### config.mk
export PLATFORM = sky130hd
export DESIGN_NAME = issue_ctrl_flat
export DESIGN_NICKNAME = d
export VERILOG_FILES = /design/src/rtl/alu_ops_pkg.sv /design/src/rtl/issue_ctrl_if.sv /design/src/rtl/issue_ctrl_reg_scoreboard.sv /design/src/rtl/issue_ctrl.sv /design/src/flat_wrapper.sv
export SDC_FILE = /design/constraint.sdc
export NUM_CORES = 1
export LEC_CHECK = 0
export ABC_CLOCK_PERIOD_IN_PS = 3100
export CAP_MARGIN = 20
export CORE_ASPECT_RATIO = 0.75
export CORE_UTILIZATION = 49
export DETAILED_ROUTE_END_ITERATION = 12
export PLACE_DENSITY = 0.78
export SLEW_MARGIN = 30
export SYNTH_ARGS = -nofsm -noshare
export SYNTH_HDL_FRONTEND = slang
export SYNTH_SLANG_ARGS = --single-unit
### constraint.sdc
create_clock -name clk -period 3.1 [get_ports clk]
set_clock_uncertainty 0.1 [all_clocks]
set_input_delay 0.62 -clock clk [delete_from_list [all_inputs] [get_ports clk]]
set_output_delay 0.62 -clock clk [all_outputs]
set_load 0.03 [all_outputs]
### src/rtl/alu_ops_pkg.sv
// ALU op codes shared by decode, issue control and the ALU, plus the
// classification of codes into issue classes.
package alu_ops_pkg;

  localparam logic [5:0] ALU_NOP          = 6'h00;
  localparam logic [5:0] ALU_SINGLE_FIRST = 6'h01;
  localparam logic [5:0] ALU_ADD          = 6'h0C;
  localparam logic [5:0] ALU_SUB          = 6'h0D;
  localparam logic [5:0] ALU_XOR          = 6'h11;
  localparam logic [5:0] ALU_SINGLE_LAST  = 6'h1E;
  localparam logic [5:0] ALU_MUL          = 6'h1F;
  localparam logic [5:0] ALU_MULH         = 6'h20;
  localparam logic [5:0] ALU_MULHSU       = 6'h21;
  localparam logic [5:0] ALU_MULHU        = 6'h22;
  localparam logic [5:0] ALU_DIV          = 6'h23;
  localparam logic [5:0] ALU_DIVU         = 6'h24;
  localparam logic [5:0] ALU_REM          = 6'h25;
  localparam logic [5:0] ALU_REMU         = 6'h26;
  localparam logic [5:0] ALU_MULW         = 6'h27;
  localparam logic [5:0] ALU_DIVW         = 6'h28;
  localparam logic [5:0] ALU_DIVUW        = 6'h29;
  localparam logic [5:0] ALU_REMW         = 6'h2A;
  localparam logic [5:0] ALU_REMUW        = 6'h2B;

  typedef enum logic [1:0] {OP_NONE, OP_SINGLE, OP_MUL, OP_DIV} op_class_t;

  typedef enum logic {ST_IDLE, ST_BUSY} issue_state_t;

  function automatic op_class_t op_class(input logic [5:0] code);
    op_class_t c;
    c = OP_DIV;
    if (code == ALU_NOP || code > ALU_REMUW)
      c = OP_NONE;
    else if (code <= ALU_SINGLE_LAST)
      c = OP_SINGLE;
    else if (code <= ALU_MULHU || code == ALU_MULW)
      c = OP_MUL;
    return c;
  endfunction

endpackage

### src/rtl/issue_ctrl_if.sv
// Decode-side handshake, issued-op bus, writeback port and scoreboard view
// of the issue controller.
interface issue_ctrl_if;
  logic        dec_valid;
  logic        dec_ready;
  logic [5:0]  dec_alu_control;
  logic [4:0]  dec_addressA;
  logic [4:0]  dec_addressB;
  logic [4:0]  dec_addressC;
  logic        dec_muxB_control;
  logic        ex_valid;
  logic [5:0]  ex_alu_control;
  logic [4:0]  ex_addressA;
  logic [4:0]  ex_addressB;
  logic [4:0]  ex_addressC;
  logic        ex_muxB_control;
  logic        ex_multi;
  logic        wb_valid;
  logic [4:0]  wb_addressC;
  logic [31:0] busy_regs;

  modport master (
    output dec_valid, dec_alu_control, dec_addressA, dec_addressB,
           dec_addressC, dec_muxB_control,
    input  dec_ready, ex_valid, ex_alu_control, ex_addressA, ex_addressB,
           ex_addressC, ex_muxB_control, ex_multi, wb_valid, wb_addressC,
           busy_regs
  );

  modport slave (
    input  dec_valid, dec_alu_control, dec_addressA, dec_addressB,
           dec_addressC, dec_muxB_control,
    output dec_ready, ex_valid, ex_alu_control, ex_addressA, ex_addressB,
           ex_addressC, ex_muxB_control, ex_multi, wb_valid, wb_addressC,
           busy_regs
  );
endinterface

### src/rtl/issue_ctrl_reg_scoreboard.sv
// 32-entry pending-destination scoreboard; hazard outputs see the register
// being written back this cycle as already free.
module reg_scoreboard (
  input  logic        clk,
  input  logic        reset,
  input  logic        set_en,
  input  logic [4:0]  set_addr,
  input  logic        clr_en,
  input  logic [4:0]  clr_addr,
  input  logic [4:0]  rs1,
  input  logic [4:0]  rs2,
  input  logic [4:0]  rd,
  input  logic        rs2_used,
  output logic [31:0] busy,
  output logic        raw,
  output logic        waw
);

  logic [31:0] busy_q;
  logic [31:0] clr_mask;
  logic [31:0] set_mask;
  logic [31:0] busy_eff;

  always_comb begin
    clr_mask = '0;
    set_mask = '0;
    if (clr_en)
      clr_mask[clr_addr] = 1'b1;
    if (set_en && set_addr != 5'd0)
      set_mask[set_addr] = 1'b1;
  end

  assign busy_eff = busy_q & ~clr_mask;
  assign raw      = busy_eff[rs1] | (rs2_used & busy_eff[rs2]);
  assign waw      = busy_eff[rd];
  assign busy     = busy_q;

  // Set is OR-ed after the clear so a same-cycle set of a retiring register wins.
  always_ff @(posedge clk or posedge reset) begin
    if (reset)
      busy_q <= '0;
    else
      busy_q <= busy_eff | set_mask;
  end

endmodule

### src/rtl/issue_ctrl.sv
// In-order issue controller: hazard-checked handshake from decode, issued-op
// register, multi-cycle MUL/DIV sequencing and writeback port arbitration.
module issue_ctrl
  import alu_ops_pkg::*;
#(
  parameter int MUL_LAT = 3,
  parameter int DIV_LAT = 34
) (
  input  logic         clk,
  input  logic         reset,
  issue_ctrl_if.slave  bus
);

  localparam int MAX_LAT = (MUL_LAT > DIV_LAT) ? MUL_LAT : DIV_LAT;
  localparam int REM_W   = (MAX_LAT > 2) ? $clog2(MAX_LAT) : 1;
  localparam logic [REM_W-1:0] MUL_REM = REM_W'(MUL_LAT - 1);
  localparam logic [REM_W-1:0] DIV_REM = REM_W'(DIV_LAT - 1);

  op_class_t        cls;
  logic             is_multi;
  logic             is_single;
  logic             raw;
  logic             waw;
  logic             ready;
  logic             issue;
  logic             multi_wb;
  logic             wb_valid;
  logic [4:0]       wb_addr;
  logic [31:0]      busy;

  issue_state_t     state;
  issue_state_t     state_n;
  logic [REM_W-1:0] rem;
  logic [REM_W-1:0] rem_n;
  logic [4:0]       mrd;
  logic [4:0]       mrd_n;

  logic             vld_p1;
  logic             multi_p1;
  logic             muxb_p1;
  logic [5:0]       alu_p1;
  logic [4:0]       ra_p1;
  logic [4:0]       rb_p1;
  logic [4:0]       rc_p1;

  assign cls       = op_class(bus.dec_alu_control);
  assign is_multi  = (cls == OP_MUL) || (cls == OP_DIV);
  assign is_single = (cls == OP_SINGLE);

  // A single-cycle op writes back in the cycle it is presented; the
  // multi-cycle result lands when the countdown reaches zero.
  assign multi_wb = (state == ST_BUSY) && (rem == '0);
  assign wb_valid = (vld_p1 && !multi_p1) || multi_wb;
  assign wb_addr  = multi_wb ? mrd : rc_p1;

  reg_scoreboard u_scoreboard (
    .clk      (clk),
    .reset    (reset),
    .set_en   (issue),
    .set_addr (bus.dec_addressC),
    .clr_en   (wb_valid),
    .clr_addr (wb_addr),
    .rs1      (bus.dec_addressA),
    .rs2      (bus.dec_addressB),
    .rd       (bus.dec_addressC),
    .rs2_used (~bus.dec_muxB_control),
    .busy     (busy),
    .raw      (raw),
    .waw      (waw)
  );

  // A single op issued at rem=1 would collide with the multi result on the
  // write port, so it waits one cycle.
  always_comb begin
    ready = 1'b0;
    if (!reset) begin
      if (cls == OP_NONE)
        ready = 1'b1;
      else
        ready = !(raw || waw)
             && !(is_multi  && state == ST_BUSY && rem != '0)
             && !(is_single && state == ST_BUSY && rem == REM_W'(1));
    end
  end

  assign issue = bus.dec_valid && ready && (cls != OP_NONE);

  always_comb begin
    state_n = state;
    rem_n   = rem;
    mrd_n   = mrd;
    if (state == ST_BUSY) begin
      if (rem != '0)
        rem_n = rem - REM_W'(1);
      else
        state_n = ST_IDLE;
    end
    if (issue && is_multi) begin
      state_n = ST_BUSY;
      rem_n   = (cls == OP_MUL) ? MUL_REM : DIV_REM;
      mrd_n   = bus.dec_addressC;
    end
  end

  always_ff @(posedge clk or posedge reset) begin
    if (reset) begin
      state <= ST_IDLE;
      rem   <= '0;
      mrd   <= '0;
    end else begin
      state <= state_n;
      rem   <= rem_n;
      mrd   <= mrd_n;
    end
  end

  // Stage p1: issued op presented to the datapath.
  always_ff @(posedge clk or posedge reset) begin
    if (reset) begin
      vld_p1   <= 1'b0;
      multi_p1 <= 1'b0;
      muxb_p1  <= 1'b0;
      alu_p1   <= '0;
      ra_p1    <= '0;
      rb_p1    <= '0;
      rc_p1    <= '0;
    end else begin
      vld_p1   <= issue;
      multi_p1 <= issue && is_multi;
      if (issue) begin
        muxb_p1 <= bus.dec_muxB_control;
        alu_p1  <= bus.dec_alu_control;
        ra_p1   <= bus.dec_addressA;
        rb_p1   <= bus.dec_addressB;
        rc_p1   <= bus.dec_addressC;
      end
    end
  end

  assign bus.dec_ready       = ready;
  assign bus.ex_valid        = vld_p1;
  assign bus.ex_multi        = multi_p1;
  assign bus.ex_alu_control  = alu_p1;
  assign bus.ex_addressA     = ra_p1;
  assign bus.ex_addressB     = rb_p1;
  assign bus.ex_addressC     = rc_p1;
  assign bus.ex_muxB_control = muxb_p1;
  assign bus.wb_valid        = wb_valid;
  assign bus.wb_addressC     = wb_addr;
  assign bus.busy_regs       = busy;

endmodule

### src/flat_wrapper.sv
// flat-port wrapper written by rule: the top's interface ports become plain ports
module issue_ctrl_flat import alu_ops_pkg::*;
#(
  parameter int MUL_LAT = 3,
  parameter int DIV_LAT = 34
)
  (clk, reset, bus_dec_valid, bus_dec_alu_control, bus_dec_addressA, bus_dec_addressB, bus_dec_addressC, bus_dec_muxB_control, bus_dec_ready, bus_ex_valid, bus_ex_alu_control, bus_ex_addressA, bus_ex_addressB, bus_ex_addressC, bus_ex_muxB_control, bus_ex_multi, bus_wb_valid, bus_wb_addressC, bus_busy_regs);
  issue_ctrl_if bus_i ();
  input  logic clk;
  input  logic reset;
  input wire logic [$bits(bus_i.dec_valid)-1:0] bus_dec_valid;
  input wire logic [$bits(bus_i.dec_alu_control)-1:0] bus_dec_alu_control;
  input wire logic [$bits(bus_i.dec_addressA)-1:0] bus_dec_addressA;
  input wire logic [$bits(bus_i.dec_addressB)-1:0] bus_dec_addressB;
  input wire logic [$bits(bus_i.dec_addressC)-1:0] bus_dec_addressC;
  input wire logic [$bits(bus_i.dec_muxB_control)-1:0] bus_dec_muxB_control;
  output wire logic [$bits(bus_i.dec_ready)-1:0] bus_dec_ready;
  output wire logic [$bits(bus_i.ex_valid)-1:0] bus_ex_valid;
  output wire logic [$bits(bus_i.ex_alu_control)-1:0] bus_ex_alu_control;
  output wire logic [$bits(bus_i.ex_addressA)-1:0] bus_ex_addressA;
  output wire logic [$bits(bus_i.ex_addressB)-1:0] bus_ex_addressB;
  output wire logic [$bits(bus_i.ex_addressC)-1:0] bus_ex_addressC;
  output wire logic [$bits(bus_i.ex_muxB_control)-1:0] bus_ex_muxB_control;
  output wire logic [$bits(bus_i.ex_multi)-1:0] bus_ex_multi;
  output wire logic [$bits(bus_i.wb_valid)-1:0] bus_wb_valid;
  output wire logic [$bits(bus_i.wb_addressC)-1:0] bus_wb_addressC;
  output wire logic [$bits(bus_i.busy_regs)-1:0] bus_busy_regs;
  assign bus_i.dec_valid = bus_dec_valid;
  assign bus_i.dec_alu_control = bus_dec_alu_control;
  assign bus_i.dec_addressA = bus_dec_addressA;
  assign bus_i.dec_addressB = bus_dec_addressB;
  assign bus_i.dec_addressC = bus_dec_addressC;
  assign bus_i.dec_muxB_control = bus_dec_muxB_control;
  assign bus_dec_ready = bus_i.dec_ready;
  assign bus_ex_valid = bus_i.ex_valid;
  assign bus_ex_alu_control = bus_i.ex_alu_control;
  assign bus_ex_addressA = bus_i.ex_addressA;
  assign bus_ex_addressB = bus_i.ex_addressB;
  assign bus_ex_addressC = bus_i.ex_addressC;
  assign bus_ex_muxB_control = bus_i.ex_muxB_control;
  assign bus_ex_multi = bus_i.ex_multi;
  assign bus_wb_valid = bus_i.wb_valid;
  assign bus_wb_addressC = bus_i.wb_addressC;
  assign bus_busy_regs = bus_i.busy_regs;
  issue_ctrl #(.MUL_LAT(MUL_LAT), .DIV_LAT(DIV_LAT)) u_core (.clk(clk), .reset(reset), .bus(bus_i));
endmodule
==> impl_metrics.tcl, run 1 <==
set metrics [dict create \
    dp_hpwl_um 16600 \
    rows 31 \
    tool.error "[ERROR GRT-0232] Routing congestion too high. Check the congestion heatmap in the GUI." \
    clock_path_buffers 2 \
    clock-root-buffer "clkbuf_16" \
    worstEpCategory "primary output" \
    async_flop_share_pct 100 \
    haltStage "global routing (5_1_grt)" \
    synth_edf_count 0 \
    yosysWarningCount 0 \
    dieHeight_um 90.3 \
    synth_fp_nets 602 \
    synth_cells 574 \
    synth_ff_type "dfrtp_1" \
    ys_seq_area_share_pct 33.4 \
    gp_congestion 1.05 \
    grt_util_all_layers_pct 77.8 \
    ioPinCount 88 \
    status "stopped before the end" \
    cts_hold_buf 0 \
    htreeDepth 3 \
    ys_seq_elements 68 \
    synth.distinct_cells 75 \
    initial_core_util_pct 51.5 \
    overflow 31 \
    worst_endpoint "bus_dec_ready" \
    grt_max_degree 69 \
    synth.avg_cell_area_um2 8.87 \
    netlist_area_um2 5090 \
    port_buffers 87 \
    cts_buffers 9 \
    cts_sinks 68 \
    die_x_um 120 \
]
[kinds of logic after synthesis]
| logic type | synth area share (%) |
|---|---|
| adders and majority gates | 0.737 |
| muxes | 9.88 |
| AOI/OAI and AO/OA | 20.2 |
| and+or+nand+nor | 29.1 |
| buffers and inverters | 5.78 |
| xor gates and xnor gates | 0.860 |
| DFF | 33.4 |
[cells in the mapped netlist, drive strengths merged (3+ instances only)]
library cell / number / area [um^2]
and4: 3 / 26.3
ha: 3 / 37.5
nor3b: 6 / 45.0
xnor2: 4 / 35.0
nor2b: 7 / 43.8
or3: 3 / 18.8
a31oi: 8 / 56.3
buf: 26 / 140
nand2: 56 / 210
a311oi: 5 / 43.8
o21ai: 13 / 65.1
nand4: 47 / 294
a211oi: 6 / 45.0
nor2: 32 / 120
o311ai: 3 / 33.8
and3: 6 / 37.5
o211ai: 31 / 243
mux2i: 12 / 120
or2: 7 / 43.8
and3b: 5 / 43.8
o21bai: 3 / 22.5
and2: 4 / 25.0
o22ai: 6 / 37.5
nor3: 10 / 50.1
nand4b: 7 / 61.3
a21oi: 9 / 45.0
nand2b: 3 / 18.8
a21boi: 3 / 22.5
dfrtp: 68 / 1700
nand3b: 6 / 45.0
inv: 16 / 60.1
o31ai: 30 / 225
nor4: 6 / 52.6
nand3: 26 / 148
nor4b: 5 / 56.3
mux2: 28 / 383
clkbuf: 23 / 86.3
nor4bb: 5 / 50.1
[stage by stage]
step                cells  TNS [ps]  setup slack [ps]  area, um^2  util (%)
floorplan             574      -443              -254        5160         -
global placement      934    -22750              -591        7470      75.6
detailed placement    934    -27890              -665        7470      75.6
CTS                  1011    -23850              -782        9130      92.3
[metal layers]
layer / GRT usage [%] / overflow
met1: 82.0 / 1
met5: 20.7 / 0
met3: 61.9 / 0
met2: 92.3 / 17
met4: 74.1 / 13
[repair_timing]
| action | CTS |
|---|---|
| pin swaps | 56 |
| gates resized for setup | 148 |
| setup buffers | 62 |
| cloned | 9 |
| setup endpoints to repair | 68 |
==> inputs of run 2 (changes only) <==
--- a/config.mk
+++ b/config.mk
@@ -5,12 +5,11 @@
 export SDC_FILE = /design/constraint.sdc
 export NUM_CORES = 1
 export LEC_CHECK = 0
-export ABC_CLOCK_PERIOD_IN_PS = 3100
+export ABC_CLOCK_PERIOD_IN_PS = 4000
 export CAP_MARGIN = 20
-export CORE_ASPECT_RATIO = 0.75
-export CORE_UTILIZATION = 49
+export CORE_UTILIZATION = 40
 export DETAILED_ROUTE_END_ITERATION = 12
-export PLACE_DENSITY = 0.78
+export PLACE_DENSITY_LB_ADDON = 0.15
 export SLEW_MARGIN = 30
 export SYNTH_ARGS = -nofsm -noshare
 export SYNTH_HDL_FRONTEND = slang
==> constraint.sdc (replaced) <==
create_clock -name clk -period 4 [get_ports clk]
set_clock_uncertainty 0.1 [all_clocks]
set_input_delay 0.8 -clock clk [delete_from_list [all_inputs] [get_ports clk]]
set_output_delay 0.8 -clock clk [all_outputs]
set_load 0.03 [all_outputs]
==> run 2 against run 1 <==
Compared with the run above: the flow now finishes, with violations (setup timing); synthesized cell count did not move; area after synthesis is the same.
==> impl_metrics.tcl, run 2 <==
set metrics [dict create \
    die_x_um 115 \
    final_util_pct 62.1 \
    max_freq_mhz 240 \
    synthMostInstantiatedCell "dfrtp_1" \
    cts_tree "yes" \
    crit_path_end_kind "output pin" \
    endpoint "bus_dec_ready" \
    synth_area_leader_cell "dfrtp_1" \
    dieHeight_um 115 \
    worstSkewPairLatency_ps 360 \
    rr_endpoint "u_core.bus.ex_addressB[1]" \
    startpoint_type "flop" \
    area_growth_syn_to_layout_pct 49.0 \
    crit_start "u_core.bus.ex_multi" \
    rr_worst_depth 15 \
    synth_fp_nets 602 \
    path_max_fanout 7 \
    htreeDepth 3 \
    grt_pass1_wl_um 31900 \
    drive_above_1_share_pct 31.5 \
    crit_path_cell_trace "buf_6, buf_4, nor3_1, a2111o_1, a211oi_1, a311oi_1, nand4b_1, nor4_4, nand2_1, a21oi_2, buf_6" \
    antenna_cells 0 \
    ys_seq_elements 68 \
    dieArea_um2 13200 \
    vias 5762 \
    hold_depth 1 \
    wirelength_um 21600 \
    grt_antenna_before_repair 0 \
    maxCapViolCount 0 \
    min_period_ps 4170 \
    synth.avg_cell_area_um2 8.87 \
    layout_common_cells "buf_4, clkdlybuf4s50_1, dfrtp_1" \
    grt_util_all_layers_pct 33.3 \
    synth_cells 574 \
    port_buffers 87 \
    powerDensity_nw_per_um2 489 \
    relSlewSlack_pct 57.3 \
    hp-class "flop to flop" \
    crit_required_ps 3100 \
    whs_ps 405 \
    cts_sinks 68 \
    drv_slew 0 \
    cts_hold_buf 0 \
    firstDrtPassIters 5 \
    wl_per_cell_um 23.4 \
    async_flop_share_pct 100 \
    grt_max_degree 69 \
    coreArea_um2 12200 \
    hold_viol 0 \
    grt_pass1_vias 5515 \
    overflow 0 \
    crit_top_cell "buf_6" \
    drc 0 \
    rsz0062_at_grt "true" \
    gp_congestion 1.00 \
    rows 40 \
    fillers 1109 \
    setup_viol 1 \
    yosysWarningCount 0 \
    final_common_cell "buf_4" \
    dp_hpwl_um 15700 \
    power_leakage_nw 3.22 \
    synth_ff_type "dfrtp_1" \
    yosysTopAreaCellShare_pct 33.4 \
    cts_buffers 9 \
    via_per_inst 6.24 \
    path_class "flop to output pin" \
    largest_reg_flops 32 \
    cts.reportedPaths.clkPinSlew_ps 60 \
    synth.distinct_cells 75 \
    power_mw 3.71 \
    max_stage_delay_ps 480 \
    clock_path_buffers 2 \
    nets 778 \
    synth_edf_count 0 \
    clock-root-buffer "clkbuf_16" \
    r2r_start "u_core.rem[0]" \
    finalCritPeriodShare_pct 104 \
    ioPinCount 88 \
    crit_slowest_cell "dfrtp_2" \
    status "complete, but fails checks" \
    drt_iter0_markers 547 \
    r2r_slack_ps 380 \
    netlist_area_um2 5090 \
    yosys-top-cells-count "dfrtp_1, nand2_1, nand4_1" \
    violations "setup timing" \
    initial_core_util_pct 41.7 \
    vdd_drop_max_mv 0.352 \
    worst_pin_slew_ps 640 \
    synthTopCellsByArea "dfrtp_1, nand4_1, mux2_4, o31ai_1, o211ai_1" \
    worstPathArrival_ps 3270 \
    ant_nets 0 \
    ys_seq_area_share_pct 33.4 \
    fin_ws_ps -170 \
]
==> run 2: power breakdown <==
group | switching, mW | leakage (nW) | internal [mW]
registers | 0.177 | 0.755 | 0.847
logic | 0.954 | 2.30 | 0.808
clock network | 0.338 | 0.166 | 0.582
==> run 2: cells by family after synthesis <==
kind of cell | count (synthesis) | synth area share (%)
AND/OR/NAND/NOR | 253 | 29.1
AO/OA/AOI/OAI | 138 | 20.2
flip-flops | 68 | 33.4
buffers and inverters | 67 | 5.78
multiplexers | 40 | 9.88
XOR/XNOR | 5 | 0.860
adder cells (fa/ha/maj) | 3 | 0.737
==> run 2: through the flow <==
| stage | setup slack, ps | area [um^2] | std cells | TNS [ps] |
|---|---|---|---|---|
| finish | -170 | 7580 | 923 | -170 |
| floorplan | 163 | 5090 | 574 | 0 |
| global placement | -215 | 6630 | 865 | -215 |
| global route | -346 | 7580 | 923 | -346 |
| CTS | -56.8 | 7400 | 913 | -56.8 |
| detailed placement | -206 | 6630 | 865 | -206 |
==> run 2: layer usage <==
metal  vias to the layer above  GRT usage (%)  routed length, um
li1                       2578              -                  -
met1                      2803           43.0               8910
met2                       324           52.5               9910
met3                        57           7.59               1830
met4                         0           16.9                912
met5                         -              0                  0
==> run 2: area by class of cell <==
class | count | area (um^2) | area share (%)
multi-input combinational | 440 | 3370 | 44.5
timing repair buffer | 213 | 1890 | 24.9
sequential | 68 | 1710 | 22.5
clock buffer | 11 | 253 | 3.33
tap | 168 | 210 | 2.77
clock inverter | 5 | 82.6 | 1.09
inverter | 18 | 67.6 | 0.891
==> run 2: worst min path at each step <==
stage / startpoint / to
after global routing: u_core.bus.ex_addressA[1] / u_core.bus.ex_addressA[1]
after floorplan: u_core.rem[3] / u_core.rem[3]
after global placement: u_core.bus.ex_addressB[3] / u_core.bus.ex_addressB[3]
final: u_core.bus.ex_addressB[2] / u_core.bus.ex_addressB[2]
after CTS: u_core.bus.ex_addressB[2] / u_core.bus.ex_addressB[2]
after detailed placement: u_core.bus.ex_addressB[0] / u_core.bus.ex_addressB[0]
==> run 2: critical path, delay by kind of cell (launching register included) <==
family	cells	cell delay, ps
flops	1	480
compound gates	4	780
buf+inv	3	440
simple gates	4	1210
==> run 2: what timing repair did <==
action	in CTS	in global routing
setup endpoints to repair	1	1
endpoints found under the hold margin	0	0
cloned	2	1
setup buffers	30	9
gates resized for setup	46	23
pin swaps	22	15
No activity file was read; power rests on OpenSTA's default activity.
